## src/rtl/conv3x3_mac_engine_if.sv

```systemverilog
`default_nettype none
// ============================================================================
//  Module      : conv3x3_mac_engine_if
//  Description : Bundles the control, activation stream, weight ROM port and
//                result stream of conv3x3_mac_engine.
//                  start         - begin one window (honoured only when idle)
//                  act_*         - signed activation byte stream, valid/ready
//                  weight_addr   - registered ROM byte address
//                  weight_data   - ROM byte, valid one cycle after the address
//                  result_*      - signed dot product + filter index, valid/ready
//                  busy / done   - window in progress / end-of-window pulse
//                master : environment side (drives start, acts, ROM data, ready)
//                slave  : engine side
//  Revision    : 1.0 - initial release
// ============================================================================
interface conv3x3_mac_engine_if #(
    parameter int ADDR_W = 8,
    parameter int ACC_W  = 24
);
    logic              start;
    logic [7:0]        act_data;
    logic              act_valid;
    logic              act_ready;
    logic [ADDR_W-1:0] weight_addr;
    logic [7:0]        weight_data;
    logic [ACC_W-1:0]  result_data;
    logic [2:0]        result_filter;
    logic              result_valid;
    logic              result_ready;
    logic              busy;
    logic              done;

    modport master (
        output start, act_data, act_valid, weight_data, result_ready,
        input  act_ready, weight_addr, result_data, result_filter,
               result_valid, busy, done
    );

    modport slave (
        input  start, act_data, act_valid, weight_data, result_ready,
        output act_ready, weight_addr, result_data, result_filter,
               result_valid, busy, done
    );
endinterface
`default_nettype wire

```

## src/rtl/conv3x3_mac_engine.sv

```systemverilog
`default_nettype none
// ============================================================================
//  Module      : conv3x3_mac_engine
//  Description : Buffers one 3x3x3 signed activation window, then computes
//                NUM_FILTERS dot products against weights read from an external
//                byte ROM (1-cycle read latency) and streams one result per
//                filter downstream with a valid/ready handshake.
//  Ports       : clk, reset (synchronous, active-high)
//                bus (conv3x3_mac_engine_if.slave) - start, activation stream,
//                weight ROM port, result stream, busy, done
//  Options     : `define CONV_LEAKY_RELU_EN to scale negative results by 1/8
//                (arithmetic shift right by 3); timing is unchanged.
//  Revision    : 1.0 - initial release
// ============================================================================
module conv3x3_mac_engine #(
    parameter int TAPS        = 27,
    parameter int NUM_FILTERS = 8,
    parameter int ADDR_W      = 8,
    parameter int ACC_W       = 24
) (
    input  wire logic             clk,
    input  wire logic             reset,
    conv3x3_mac_engine_if.slave   bus
);
    localparam int TAP_W = $clog2(TAPS + 1);

    typedef enum logic [2:0] {
        S_IDLE    = 3'd0,
        S_LOAD    = 3'd1,
        S_COMPUTE = 3'd2,
        S_DRAIN   = 3'd3,
        S_OUTPUT  = 3'd4,
        S_DONE    = 3'd5
    } state_t;

    state_t                   state_q, state_d;
    logic [TAP_W-1:0]         tap_q, tap_d;
    logic [2:0]               filter_q, filter_d;
    logic signed [ACC_W-1:0]  acc_q, acc_d;
    logic [ADDR_W-1:0]        addr_q, addr_d;
    logic [ACC_W-1:0]         rdata_q, rdata_d;
    logic [2:0]               rfilt_q, rfilt_d;
    logic                     rvalid_q, rvalid_d;
    logic [7:0]               window_q [0:TAPS-1];

    logic                     win_we;
    logic [TAP_W-1:0]         w_idx;
    logic signed [7:0]        w_act;
    logic signed [7:0]        w_wt;
    logic signed [15:0]       w_prod;
    logic signed [ACC_W-1:0]  w_sum;
    logic signed [ACC_W-1:0]  w_result;

    // The ROM byte arriving now belongs to the previous tap, so pair it with
    // window[tap-1]. In DRAIN tap has advanced to TAPS, selecting the last tap.
    assign w_idx  = (tap_q == '0) ? '0 : tap_q - TAP_W'(1);
    assign w_act  = window_q[w_idx];
    assign w_wt   = bus.weight_data;
    assign w_prod = w_wt * w_act;
    assign w_sum  = acc_q + {{(ACC_W-16){w_prod[15]}}, w_prod};

`ifdef CONV_LEAKY_RELU_EN
    assign w_result = w_sum[ACC_W-1] ? (w_sum >>> 3) : w_sum;
`else
    assign w_result = w_sum;
`endif

    always_comb begin
        state_d  = state_q;
        tap_d    = tap_q;
        filter_d = filter_q;
        acc_d    = acc_q;
        addr_d   = addr_q;
        rdata_d  = rdata_q;
        rfilt_d  = rfilt_q;
        rvalid_d = rvalid_q;
        win_we   = 1'b0;
        case (state_q)
            S_IDLE: begin
                if (bus.start) begin
                    state_d = S_LOAD;
                    tap_d   = '0;
                end
            end
            S_LOAD: begin
                if (bus.act_valid) begin
                    win_we = 1'b1;
                    if (tap_q == TAP_W'(TAPS - 1)) begin
                        tap_d    = '0;
                        filter_d = '0;
                        acc_d    = '0;
                        addr_d   = '0;
                        state_d  = S_COMPUTE;
                    end else begin
                        tap_d = tap_q + TAP_W'(1);
                    end
                end
            end
            S_COMPUTE: begin
                if (tap_q != '0) begin
                    acc_d = w_sum;
                end
                tap_d = tap_q + TAP_W'(1);
                // Address for the next tap is registered now so it is on the
                // ROM port during that tap's cycle.
                if (tap_q == TAP_W'(TAPS - 1)) begin
                    state_d = S_DRAIN;
                end else begin
                    addr_d = addr_q + ADDR_W'(1);
                end
            end
            S_DRAIN: begin
                acc_d    = w_sum;
                rdata_d  = w_result;
                rfilt_d  = filter_q;
                rvalid_d = 1'b1;
                state_d  = S_OUTPUT;
            end
            S_OUTPUT: begin
                if (bus.result_ready) begin
                    rvalid_d = 1'b0;
                    acc_d    = '0;
                    tap_d    = '0;
                    filter_d = filter_q + 3'd1;
                    if (filter_q == 3'(NUM_FILTERS - 1)) begin
                        state_d = S_DONE;
                    end else begin
                        // Filters are contiguous in the ROM: next base follows
                        // the last tap of the current filter.
                        addr_d  = addr_q + ADDR_W'(1);
                        state_d = S_COMPUTE;
                    end
                end
            end
            S_DONE: begin
                filter_d = '0;
                state_d  = S_IDLE;
            end
            default: begin
                state_d = S_IDLE;
            end
        endcase
    end

    always_ff @(posedge clk) begin
        if (reset) begin
            state_q  <= S_IDLE;
            tap_q    <= '0;
            filter_q <= '0;
            acc_q    <= '0;
            addr_q   <= '0;
            rdata_q  <= '0;
            rfilt_q  <= '0;
            rvalid_q <= 1'b0;
        end else begin
            state_q  <= state_d;
            tap_q    <= tap_d;
            filter_q <= filter_d;
            acc_q    <= acc_d;
            addr_q   <= addr_d;
            rdata_q  <= rdata_d;
            rfilt_q  <= rfilt_d;
            rvalid_q <= rvalid_d;
        end
    end

    // Window storage needs no reset: a window is always fully rewritten in
    // LOAD before COMPUTE reads it.
    always_ff @(posedge clk) begin
        if (win_we && !reset) begin
            window_q[tap_q] <= bus.act_data;
        end
    end

    assign bus.act_ready     = (state_q == S_LOAD);
    assign bus.weight_addr   = addr_q;
    assign bus.result_data   = rdata_q;
    assign bus.result_filter = rfilt_q;
    assign bus.result_valid  = rvalid_q;
    assign bus.busy          = (state_q == S_LOAD)  || (state_q == S_COMPUTE) ||
                               (state_q == S_DRAIN) || (state_q == S_OUTPUT);
    assign bus.done          = (state_q == S_DONE);

endmodule
`default_nettype wire
```

## src/flat_wrapper.sv

```systemverilog
// flat-port wrapper written by rule: the top's interface ports become plain ports
module conv3x3_mac_engine_flat 
#(
    parameter int TAPS        = 27,
    parameter int NUM_FILTERS = 8,
    parameter int ADDR_W      = 8,
    parameter int ACC_W       = 24
)
  (clk, reset, bus_start, bus_act_data, bus_act_valid, bus_weight_data, bus_result_ready, bus_act_ready, bus_weight_addr, bus_result_data, bus_result_filter, bus_result_valid, bus_busy, bus_done);
  conv3x3_mac_engine_if #(.ADDR_W(ADDR_W), .ACC_W(ACC_W)) bus_i ();
  input  wire logic clk;
  input  wire logic reset;
  input wire logic [$bits(bus_i.start)-1:0] bus_start;
  input wire logic [$bits(bus_i.act_data)-1:0] bus_act_data;
  input wire logic [$bits(bus_i.act_valid)-1:0] bus_act_valid;
  input wire logic [$bits(bus_i.weight_data)-1:0] bus_weight_data;
  input wire logic [$bits(bus_i.result_ready)-1:0] bus_result_ready;
  output wire logic [$bits(bus_i.act_ready)-1:0] bus_act_ready;
  output wire logic [$bits(bus_i.weight_addr)-1:0] bus_weight_addr;
  output wire logic [$bits(bus_i.result_data)-1:0] bus_result_data;
  output wire logic [$bits(bus_i.result_filter)-1:0] bus_result_filter;
  output wire logic [$bits(bus_i.result_valid)-1:0] bus_result_valid;
  output wire logic [$bits(bus_i.busy)-1:0] bus_busy;
  output wire logic [$bits(bus_i.done)-1:0] bus_done;
  assign bus_i.start = bus_start;
  assign bus_i.act_data = bus_act_data;
  assign bus_i.act_valid = bus_act_valid;
  assign bus_i.weight_data = bus_weight_data;
  assign bus_i.result_ready = bus_result_ready;
  assign bus_act_ready = bus_i.act_ready;
  assign bus_weight_addr = bus_i.weight_addr;
  assign bus_result_data = bus_i.result_data;
  assign bus_result_filter = bus_i.result_filter;
  assign bus_result_valid = bus_i.result_valid;
  assign bus_busy = bus_i.busy;
  assign bus_done = bus_i.done;
  conv3x3_mac_engine #(.TAPS(TAPS), .NUM_FILTERS(NUM_FILTERS), .ADDR_W(ADDR_W), .ACC_W(ACC_W)) u_core (.clk(clk), .reset(reset), .bus(bus_i));
endmodule
```

## config.mk

```make
export PLATFORM = sky130hd
export DESIGN_NAME = conv3x3_mac_engine_flat
export DESIGN_NICKNAME = d
export VERILOG_FILES = /design/src/rtl/conv3x3_mac_engine_if.sv /design/src/rtl/conv3x3_mac_engine.sv /design/src/flat_wrapper.sv
export SDC_FILE = /design/constraint.sdc
export NUM_CORES = 1
export LEC_CHECK = 0
export CORE_MARGIN = 2
export CORE_UTILIZATION = 60
export DETAILED_ROUTE_END_ITERATION = 8
export DONT_BUFFER_PORTS = 1
export PLACE_DENSITY_LB_ADDON = 0.08
export SETUP_SLACK_MARGIN = 0.2
export SKIP_CTS_REPAIR_TIMING = 1
export SYNTH_ARGS = -nofsm -noshare
export SYNTH_HDL_FRONTEND = slang
export SYNTH_SLANG_ARGS = --single-unit
```

## constraint.sdc

```tcl
create_clock -name clk -period 9.82 [get_ports clk]
set_input_delay 1.964 -clock clk [delete_from_list [all_inputs] [get_ports clk]]
set_output_delay 1.964 -clock clk [all_outputs]
set_load 0.03 [all_outputs]
```

==> reports/metrics.yaml, run 1 <==
status: "complete, no violations"
final_hold_viol_count: 0
wl_mm: 34.3
critPathArrivalTime_ps: 9500
area_growth_pct: 9.01
fin_ws_ps: 767
grt_pass1_vias: 9766
cts.clk_slew.worst_paths_ps: 60
rows: 58
layout_commonest_cell: "edfxtp_1"
setup_viol: 0
min_from: "u_core.acc_q[21]"
drv_slew: 0
layout-drive-gt1-share_pct: 7.48
start_kind: "flop"
period_needed_ps: 9050
grtUsageTotal_pct: 26.2
final_cell_area_um2: 16600
io_buffers: 0
grt_overflow_total: 0
drt-initial-drc-count: 868
crit_top_cell: "fa_1"
placed_area_um2: 15400
io_pins: 60
numCtsBuffers: 30
fin_skew_ps: 46.3
max-cap-violations: 0
required_ps: 10270
start_util_pct: 60.6
routedWlPerCell_um: 20.8
diodes: 0
end_kind: "flop"
via_per_inst: 5.98
async_flop_share_pct: 0
yosysWarnings: 0
post-route-util_pct: 66.1
drt_first_pass_iters: 7
drtAntennaViolNets: 0
syn_inst: 1311
tightest_slew_ps: 1210
finalCritPeriodShare_pct: 92.2
r2r_start: "u_core.tap_q[1]"
synth_nets: 1450
drc: 0
setup_tns_ps: 0
final_cell_mix: "216 x edfxtp_1, 166 x nand2_1, 108 x inv_1"
cts_sinks: 287
cts_buffer_depth: 3
clkLatencyLatePin_ps: 590
dp_hpwl_mm: 23.0
pre_cts_slack_ps: 233
cp_max_fo: 42
crit_start: "u_core.tap_q[1]"
synth_area_um2: 15200
synth_cell_types: 68
slowest_stage: "fa_1"
antenna_found_initial: 0
ys_seq_area_share_pct: 52.1
cts_root_buf: "clkbuf_16"
slew_headroom_pct: 19.2
vias: 9893
syn_area_per_cell_um2: 11.6
gp_congestion: 0.913
ys.flop_type: "edfxtp_1"
grt_start_max_net_pins: 85
grt_pass1_wl_mm: 53.4
die_w_um: 163
synth-edff-count: 216
max_stage_delay_ps: 710
cts_tree: "done"
die_h_um: 163
core_um2: 25000
ys_seq_elements: 287
criticalPathCategory: "reg -> reg"
htree_levels: 1
die_area_um2: 26600
hold_path.class: "reg -> reg"
rsz0062_at_grt: "no"
final_nets: 1439
clock.fmax_mhz: 110
[cell usage after synthesis (all sizes together), types with 5 or more instances]
library cell	instances	share of area, %
nand2b	9	0.42
nor2	88	2.2
nor2b	5	0.21
o21ai	24	0.82
edfxtp	216	43
o311a	8	0.53
ha	61	5.0
o31ai	9	0.68
xnor2	35	2.0
o211ai	5	0.25
and3	9	0.37
mux2i	42	2.9
a211oi	5	0.25
buf	30	1.4
fa	57	7.5
dfxtp	71	9.4
xor2	14	0.81
nand2	166	4.1
a32oi	9	0.52
a22oi	19	0.97
nand4	5	0.21
inv	108	2.7
a31oi	13	0.54
and2	52	2.1
nand3	10	0.36
o22ai	24	0.99
or3	10	0.41
a21oi	85	2.8
nor3	14	0.53
clkbuf	24	0.59
o21a	6	0.30
a22o	12	0.69
a221oi	17	1.3
a21o	15	0.74
mux4	8	1.2
[worst max-delay path, delay by kind of cell (launching register included)]
family	cells	cell delay, ps
flops	1	410
simple gates	2	440
mux	1	130
compound gates	14	3560
fa+ha+maj	7	3340
xor+xnor	2	570
buf+inv	3	490
[worst paths after layout]
check	end	slack [ps]	cells past startpoint
worst max-delay path	u_core.bus.result_data[22]	770	29
worst max register to register	u_core.bus.result_data[22]	770	29
worst min register to register	u_core.acc_q[21]	480	1
worst min-delay path	u_core.acc_q[21]	480	1
[per-stage QoR]
stage	std cells	hold WS, ps
5_1_grt	1653	495
3_3_place_gp	1597	463
3_5_place_dp	1597	469
4_1_cts	1652	489
2_1_floorplan	1311	448
6_report	1653	485
[flip-flops by register name, indices dropped and copies added, names as in the netlist]
name and flops:
u_core.window_q 216, u_core.acc_q 24, u_core.bus.result_data 24, u_core.bus.weight_addr 8
u_core.tap_q 5, u_core.bus.result_filter 3, u_core.filter_q 3, u_core.state_q 3
u_core.bus.result_valid 1
[routing by layer]
metal / track usage (%) / vias to the layer above / routed length [um]
li1: - / 4660 / -
met1: 34.2 / 4844 / 14100
met2: 44.4 / 320 / 16800
met3: 4.52 / 69 / 2210
met4: 9.53 / 0 / 1250
met5: 0 / - / 0
[area by class of cell]
type	count	area, um^2
Clock buffer	35	811
Clock inverter	20	223
Fill cell	1915	8480
Inverter	108	405
Multi-Input combinational cell	862	6670
Sequential cell	287	7910
Tap cell	330	413
Timing Repair Buffer	11	129
[cell families (layout without fill, tap and decap cells)]
| group | after synthesis | after routing | synth area share, % |
|---|---|---|---|
| compound gates | 265 | 265 | 12.2 |
| xor+xnor | 49 | 49 | 2.83 |
| fa+ha+maj | 118 | 118 | 12.5 |
| buf+inv | 162 | 174 | 4.68 |
| flops | 287 | 287 | 52.1 |
| mux | 51 | 51 | 4.11 |
| simple gates | 379 | 379 | 11.6 |
Power of run 1 is left out: the tool's default activity adds up to more than one toggle a clock period on the data nets, which glitch-free logic cannot reach.
==> inputs of run 2 (changes only) <==
--- a/config.mk
+++ b/config.mk
@@ -10,7 +10,7 @@
 export DETAILED_ROUTE_END_ITERATION = 8
 export DONT_BUFFER_PORTS = 1
 export PLACE_DENSITY_LB_ADDON = 0.08
-export SETUP_SLACK_MARGIN = 0.2
+export SETUP_SLACK_MARGIN = 0.3
 export SKIP_CTS_REPAIR_TIMING = 1
 export SYNTH_ARGS = -nofsm -noshare
 export SYNTH_HDL_FRONTEND = slang
==> run 2 against run 1 <==
  * Setup slack improved by 210 ps
  * Sequential cell count did not move
  * Non-clock buffer count rose by 2
  * Clock skew fell by 1.1 ps
  * Critical path depth rose by 6
  * Wire length rose by 0.28%
  * Die area did not move
  * First-iteration DRC count fell by 4.0%
  * Register-to-register slack improved by 210 ps
  * Via count rose by 0.41%
==> reports/metrics.yaml, run 2 (same netlist as run 1, synthesis figures left out) <==
clock.fmax_mhz: 113  # was 110 MHz
die_h_um: 163  # unchanged
post-route-util_pct: 66.2  # was 66.1%
setup_tns_ps: 0  # unchanged
rsz0062_at_grt: "no"  # unchanged
antenna_found_initial: 0  # unchanged
period_needed_ps: 8840  # was 9050 ps
drv_slew: 0  # unchanged
critPathArrivalTime_ps: 9290  # was 9500 ps
numCtsBuffers: 30  # unchanged
die_w_um: 163  # unchanged
gp_congestion: 0.913  # unchanged
grt_pass1_wl_mm: 53.4  # unchanged
grt_start_max_net_pins: 85  # unchanged
dp_hpwl_mm: 23.0  # unchanged
cts_tree: "done"  # unchanged
drt_first_pass_iters: 5  # was 7
drt-initial-drc-count: 833  # was 868
fin_ws_ps: 981  # was 767 ps
end_kind: "flop"  # unchanged
cp_max_fo: 23  # was 42
grt_overflow_total: 0  # unchanged
start_kind: "flop"  # unchanged
setup_viol: 0  # unchanged
slew_headroom_pct: 21.1  # was 19.2%
criticalPathCategory: "reg -> reg"  # unchanged
via_per_inst: 6.00  # was 5.98
fillers: 1912  # was 1915
diodes: 0  # unchanged
final_nets: 1441  # was 1439
max_stage_delay_ps: 550  # was 710 ps
htree_levels: 1  # unchanged
slowest_stage: "fa_1"  # unchanged
clkLatencyLatePin_ps: 590  # about the same
drtAntennaViolNets: 0  # unchanged
grtUsageTotal_pct: 26.2  # unchanged
routedWlPerCell_um: 20.8  # about the same
cts_buffer_depth: 3  # unchanged
io_pins: 60  # unchanged
wl_mm: 34.4  # was 34.3 mm
vias: 9934  # was 9893
grt_pass1_vias: 9766  # unchanged
regMostFlops: "u_core.window_q"  # unchanged
layout-drive-gt1-share_pct: 7.62  # was 7.48%
largest_reg_flops: 216  # unchanged
max-cap-violations: 0  # unchanged
cts.clk_slew.worst_paths_ps: 60  # about the same
rows: 58  # unchanged
cts_sinks: 287  # unchanged
layout_commonest_cell: "edfxtp_1"  # unchanged
fin_skew_ps: 45.2  # was 46.3 ps
area_growth_pct: 9.17  # was 9.01%
drc: 0  # unchanged
pre_cts_slack_ps: 233  # unchanged
final_cell_mix: "216 x edfxtp_1, 166 x nand2_1, 108 x inv_1"  # unchanged
final_hold_viol_count: 0  # unchanged
cts_root_buf: "clkbuf_16"  # unchanged
core_um2: 25000  # unchanged
start_util_pct: 60.6  # unchanged
finalCritPeriodShare_pct: 90.0  # was 92.2%
status: "complete, no violations"  # unchanged
io_buffers: 0  # unchanged
hold_path.class: "reg -> reg"  # unchanged
tightest_slew_ps: 1180  # was 1210 ps
die_area_um2: 26600  # unchanged
required_ps: 10270  # about the same
==> run 2: cell types whose count changed in the layout (fill, tap and decap cells not counted), sizes merged <==
cell,previous run,this run
buf,10,12
==> run 2: layer usage <==
layer	part of all wire (%)	track usage, %	wire [um]
met1	41	34.2	14200
met2	49	44.4	17000
met3	5.8	4.52	2010
met4	3.5	9.53	1200
met5	0	0	0
==> run 2: worst max-delay path, delay by kind of cell, from the launching register on <==
family	cells	cell delay, ps
adder cells (fa/ha/maj)	7	2980
XOR/XNOR	2	370
buffers and inverters	5	560
AND/OR/NAND/NOR	4	730
AO/OA/AOI/OAI	17	3670
flip-flops	1	410
==> run 2: path summary, 6_finish.rpt <==
| kind | from | endpoint | slack (ps) | cells after the start |
|---|---|---|---|---|
| worst max-delay path | u_core.tap_q[1] | u_core.bus.result_data[22] | 980 | 35 |
| worst min-delay path | u_core.filter_q[1] | u_core.bus.result_filter[1] | 480 | 2 |
| worst max register to register | u_core.tap_q[1] | u_core.bus.result_data[22] | 980 | 35 |
| worst min register to register | u_core.filter_q[1] | u_core.bus.result_filter[1] | 480 | 2 |
==> run 2: final cells by class <==
cell class              instances  area, um^2  area share, %
flip-flops and latches        287        7910           47.7
multi-input cells             862        6670           40.3
clock buffers                  35         811           4.89
well taps                     330         413           2.49
inverters                     108         405           2.45
clock inverters                20         223           1.34
repair buffers                 13         144          0.868
==> run 2: through the flow <==
step / cells / cell area (um^2) / hold WS (ps)
2_1_floorplan: 1311 / 15200 / 448
3_3_place_gp: 1597 / 15400 / 463
3_5_place_dp: 1597 / 15400 / 469
4_1_cts: 1652 / 16500 / 489
5_1_grt: 1655 / 16600 / 495
6_report: 1655 / 16600 / 485
Power of run 2 is left out for the same reason.
